--- src/rtl/sys_bus_resp_ram.sv ---
// sys_bus_resp_ram: system bus responder. It is a small word-addressed RAM with
// a programmable wait-state count and an error response for bad requests.
//
// Parameters: DW data width, AW byte-address width, RN words (power of two),
//             WAIT extra wait cycles before the response (0..15).
// Ports:
//   clk, rstn        clock, asynchronous active-low reset
//   wen, ren         single-cycle write / read request pulses
//   addr, wdata      byte address and write data, sampled with the request
//   rdata            read data, updated together with a read ack
//   ack, err         single-cycle success / error completion pulses
// Optional (macro SYS_BUS_RESP_STATS_EN):
//   stat_clr         synchronous clear of the statistics counters
//   rd_cnt, wr_cnt, err_cnt  saturating 16-bit response counters
module sys_bus_resp_ram #(
  parameter int unsigned DW   = 32,
  parameter int unsigned AW   = 32,
  parameter int unsigned RN   = 16,
  parameter int unsigned WAIT = 0
) (
  input  logic          clk,
  input  logic          rstn,
  input  logic          wen,
  input  logic          ren,
  input  logic [AW-1:0] addr,
  input  logic [DW-1:0] wdata,
  output logic [DW-1:0] rdata,
  output logic          ack,
  output logic          err
`ifdef SYS_BUS_RESP_STATS_EN
  ,
  input  logic          stat_clr,
  output logic [15:0]   rd_cnt,
  output logic [15:0]   wr_cnt,
  output logic [15:0]   err_cnt
`endif
);

  localparam int unsigned IW = $clog2(RN);
  localparam int unsigned CW = 4;
  localparam logic [AW-1:0] LIMIT = AW'(RN * 4);

  typedef enum logic [1:0] {ST_IDLE, ST_WAIT, ST_RESP} state_e;

  state_e          state_q, state_d;
  logic [CW-1:0]   cnt_q, cnt_d;
  logic            rd_q, rd_d;
  logic            bad_q, bad_d;
  logic [DW-1:0]   rbuf_q, rbuf_d;
  logic [DW-1:0]   rdata_q, rdata_d;
  logic            ack_q, ack_d;
  logic            err_q, err_d;
  logic [DW-1:0]   mem_q [RN];

  logic            req_c;
  logic            bad_c;
  logic            we_c;
  logic [IW-1:0]   idx_c;

  // Request decode; full-width range check so high address bits cannot alias.
  assign req_c = wen | ren;
  assign idx_c = addr[2 +: IW];
  assign bad_c = (addr >= LIMIT) || (wen && ren);
  assign we_c  = (state_q == ST_IDLE) && wen && !bad_c;

  // Next-state and response logic.
  always_comb begin
    state_d = state_q;
    cnt_d   = cnt_q;
    rd_d    = rd_q;
    bad_d   = bad_q;
    rbuf_d  = rbuf_q;
    rdata_d = rdata_q;
    ack_d   = 1'b0;
    err_d   = 1'b0;
    case (state_q)
      ST_IDLE: begin
        if (req_c) begin
          rd_d  = ren;
          bad_d = bad_c;
          if (ren) rbuf_d = mem_q[idx_c];
          if (WAIT == 0) begin
            state_d = ST_RESP;
            ack_d   = !bad_c;
            err_d   = bad_c;
            if (ren && !bad_c) rdata_d = mem_q[idx_c];
          end else begin
            state_d = ST_WAIT;
            cnt_d   = CW'(WAIT);
          end
        end
      end
      ST_WAIT: begin
        cnt_d = cnt_q - CW'(1);
        if (cnt_q == CW'(1)) begin
          state_d = ST_RESP;
          ack_d   = !bad_q;
          err_d   = bad_q;
          if (rd_q && !bad_q) rdata_d = rbuf_q;
        end
      end
      ST_RESP: state_d = ST_IDLE;
      default: state_d = ST_IDLE;
    endcase
  end

  // Control and response registers.
  always_ff @(posedge clk or negedge rstn) begin
    if (!rstn) begin
      state_q <= ST_IDLE;
      cnt_q   <= '0;
      rd_q    <= 1'b0;
      bad_q   <= 1'b0;
      rbuf_q  <= '0;
      rdata_q <= '0;
      ack_q   <= 1'b0;
      err_q   <= 1'b0;
    end else begin
      state_q <= state_d;
      cnt_q   <= cnt_d;
      rd_q    <= rd_d;
      bad_q   <= bad_d;
      rbuf_q  <= rbuf_d;
      rdata_q <= rdata_d;
      ack_q   <= ack_d;
      err_q   <= err_d;
    end
  end

  // Storage; cleared by reset so a mid-transaction reset leaves no stale data.
  always_ff @(posedge clk or negedge rstn) begin
    if (!rstn) begin
      for (int unsigned i = 0; i < RN; i++) mem_q[i] <= '0;
    end else if (we_c) begin
      mem_q[idx_c] <= wdata;
    end
  end

  assign rdata = rdata_q;
  assign ack   = ack_q;
  assign err   = err_q;

`ifdef SYS_BUS_RESP_STATS_EN
  logic [15:0] rd_cnt_q, rd_cnt_d;
  logic [15:0] wr_cnt_q, wr_cnt_d;
  logic [15:0] err_cnt_q, err_cnt_d;

  // Counters bump while the response is on the bus; clear wins over increment.
  always_comb begin
    rd_cnt_d  = rd_cnt_q;
    wr_cnt_d  = wr_cnt_q;
    err_cnt_d = err_cnt_q;
    if (stat_clr) begin
      rd_cnt_d  = '0;
      wr_cnt_d  = '0;
      err_cnt_d = '0;
    end else begin
      if (ack_q && rd_q && (rd_cnt_q != 16'hFFFF))   rd_cnt_d  = rd_cnt_q + 16'd1;
      if (ack_q && !rd_q && (wr_cnt_q != 16'hFFFF))  wr_cnt_d  = wr_cnt_q + 16'd1;
      if (err_q && (err_cnt_q != 16'hFFFF))          err_cnt_d = err_cnt_q + 16'd1;
    end
  end

  always_ff @(posedge clk or negedge rstn) begin
    if (!rstn) begin
      rd_cnt_q  <= '0;
      wr_cnt_q  <= '0;
      err_cnt_q <= '0;
    end else begin
      rd_cnt_q  <= rd_cnt_d;
      wr_cnt_q  <= wr_cnt_d;
      err_cnt_q <= err_cnt_d;
    end
  end

  assign rd_cnt  = rd_cnt_q;
  assign wr_cnt  = wr_cnt_q;
  assign err_cnt = err_cnt_q;
`endif

endmodule

--- config.mk ---
export PLATFORM = sky130hd
export DESIGN_NAME = sys_bus_resp_ram
export DESIGN_NICKNAME = d
export VERILOG_FILES = /design/src/rtl/sys_bus_resp_ram.sv
export SDC_FILE = /design/constraint.sdc
export NUM_CORES = 1
export LEC_CHECK = 0
export CAP_MARGIN = 5
export CORE_ASPECT_RATIO = 0.6
export CORE_MARGIN = 5
export CORE_UTILIZATION = 25
export DETAILED_ROUTE_END_ITERATION = 6
export PLACE_DENSITY = 0.39
export SLEW_MARGIN = 20
export SYNTH_ARGS = -nofsm -noshare
export SYNTH_HDL_FRONTEND = slang
export SYNTH_SLANG_ARGS = --single-unit
--- constraint.sdc ---
create_clock -name clk -period 2.3 [get_ports clk]
set_clock_uncertainty 0.05 [all_clocks]
set_input_delay 0.345 -clock clk [delete_from_list [all_inputs] [get_ports clk]]
set_output_delay 0.345 -clock clk [all_outputs]
set_load 0.02 [all_outputs]
==> metrics <==
Synth area leader dfrtp_1; Max Fanout on Critical Path 19; Synth Cell Area between 0.02 and 0.025 mm^2; Hold Violations, Final 0; HP Class primary input to async pin; top-count cell post-synth dfrtp_1; CP most frequent cell buf_4; DP HPWL about 49 mm; post-route ant nets 0; Critical Path Start Type primary input; initial core utilization 0.253; post-route cell area approximately 0.031 mm^2; gpl congestion 0.717; CP Launch Point addr[24]; Peak VDD IR between 0.0004 and 0.0005 V; RSZ-0062 raised after global routing true; Avg Vias per Cell approximately 4.6; routed vias 14100; clock sinks 547; Yosys reg bits 547; Buf+Inv Stages, Crit Path 4; P per Cell Area about 650 mW/mm^2; slowest CP cell clkdlybuf4s50_1; total power approximately 20 mW; Antenna diodes 0; setup violators final 0; Most used DFF post-synth dfrtp_1; die width approximately 410 um; initial antenna violation count 2; status complete, no violations; leakage ~15 nW; DP Cell Count slightly below 3000; global-route wire length before repair about 110 mm; Post-Place Worst Slack -0.636 ns; CTS tree built; Yosys top cell area share 0.561; Clk pin slew, worst setup/hold paths roughly 0.07 ns; largest net degree at the start of global routing between 60 and 70; Routed wire per std cell between 20 and 25 um; post-synthesis area per instance around 16 um^2; synth warn 0; Mapped Cells 1495; Post-synth ARST share 1.00; area post-placement just under 0.03 mm^2; vias in the first global route approximately 16000; Clock Latency Late Sink 0.63 ns; # DRC 0; EDFF count, synth 0; die area approximately 0.10 mm^2; clock buffer depth 3; Setup TNS Final 0 ns; I/O pin count 102; Worst setup EP type flop; Fin Hold WS approximately 0.17 ns; nets@finish between 1500 and 2000; H-tree depth 2; CTS Buf Count 57; crit-path cells clkdlybuf4s50_1 -> nor4_1 -> buf_4 -> nand3_2 -> buf_12 -> nor4_4 -> buf_4 -> mux2_2; Min Clock Period, post-route 2.28 ns; GRT overflow 0; max_cap viols 0; Worst path max stage delay approximately 0.4 ns; CP top delay family buffers and inverters; dominant cells by area after synthesis dfrtp_1 56%, mux2_2 21%, mux4_2 12%; Synth top cells by count 547 x dfrtp_1, 462 x mux2_2, 128 x mux4_2; CP Class primary input to flop; area delta synth->final 26.2%; WP data required 2.76 ns; fin crit share 0.991; Synth cell types 25; Syn Nets approximately 1600; core footprint 0.0965 mm^2; Total GRT Usage 0.142; PortBufs slightly below 100; fmax between 400 and 500 MHz; critical path data arrival time ~2.7 ns; share of layout cells above drive strength 1 0.506; drt first-iter violations ~660; Worst-Margin Slew approximately 1.1 ns; worst r2r src state_q[1]; max-slew violations 0; clk root buf clkbuf_16; Die H 252 um; Finished Layout Cells between 3000 and 4000; Seq/Total Area, Yosys 0.561; site row count 88; final setup margin 0.0202 ns; final wirelength roughly 73 mm; DR pass1 iterations 4; Post-Route Utilization 0.319; Worst slew margin 0.290
metal layers:
layer,up-vias,track usage,part of all wire
li1,6060,-,-
met1,7766,0.224,0.53
met2,180,0.209,0.43
met3,68,0.0206,0.033
met4,0,0.0244,0.013
met5,-,0,0
kinds of logic (layout without fill, tap and decap cells):
| kind of cell | count (synthesis) | after routing | share of synthesized area |
|---|---|---|---|
| compound gates | 65 | 65 | 0.0200 |
| buf+inv | 132 | 385 | 0.0257 |
| flops | 547 | 547 | 0.561 |
| mux | 672 | 672 | 0.369 |
| simple gates | 79 | 79 | 0.0236 |
worst register-to-register path: stages, from the launching register on:
cell and delay, ns:
dfrtp_1 0.40, nor2b_1 0.13, buf_4 0.15, nand2_1 0.18
nor4_4 0.42, buf_4 0.35, mux2_2 0.40
power breakdown:
group	switching, mW	leakage, nW	total (mW)	internal (mW)
registers	0.00235	7.64	9.63	9.63
logic	0.663	6.07	1.04	0.382
clock network	3.97	0.887	9.19	5.22
total	4.63	14.6	19.9	15.2
layout make-up:
| type | count | area (um^2) |
|---|---|---|
| timing repair buffer | 282 | 3400 |
| fill | 9503 | 65700 |
| inverter | 2 | 7.51 |
| multi-input combinational | 816 | 10200 |
| sequential | 547 | 13700 |
| clock inverter | 9 | 80.1 |
| tap | 1305 | 1630 |
| clock buffer | 92 | 1730 |
registers in the layout (all words and copies together) (netlist names):
register,count
mem_q,512
rdata,32
ack,1
err,1
state_q,1
worst paths after layout:
| kind | end | slack, ns | cells after the start |
|---|---|---|---|
| min in group clk | state_q[1] | 0.26 | 5 |
| worst min-delay path | mem_q[242] | 0.17 | 2 |
| worst min register to register | mem_q[315] | 0.43 | 1 |
| worst max-delay path | mem_q[366] | 0.02 | 8 |
| max in group asynchronous | mem_q[65] | 1.18 | 4 |
| worst max register to register | mem_q[366] | 0.11 | 6 |
placed cells by master, fill, tap and decap left out, types with 3 or more instances in the layout:
| master | instances |
|---|---|
| dfrtp_1 | 547 |
| mux2_2 | 462 |
| mux4_2 | 128 |
| buf_4 | 100 |
| clkdlybuf4s50_1 | 89 |
| mux2_1 | 82 |
| buf_12 | 76 |
| a22oi_1 | 64 |
| clkbuf_16 | 61 |
| nand2_1 | 36 |
| clkbuf_1 | 20 |
| nor4_4 | 19 |
| clkbuf_8 | 13 |
| dlymetal6s2s_1 | 7 |
| clkinv_2 | 5 |
| buf_6 | 5 |
| nor2_1 | 4 |
| nand2b_1 | 4 |
| nor4_1 | 3 |
timing repair:
action | in CTS | in global routing
endpoints found under the setup margin | 0 | 81
hold buffers | 1 | 0
endpoints found under the hold margin | 131 | 0
setup buffers | 0 | 2
gates resized for setup | 0 | 15
Note: power is estimated with default switching activity, not from simulation.
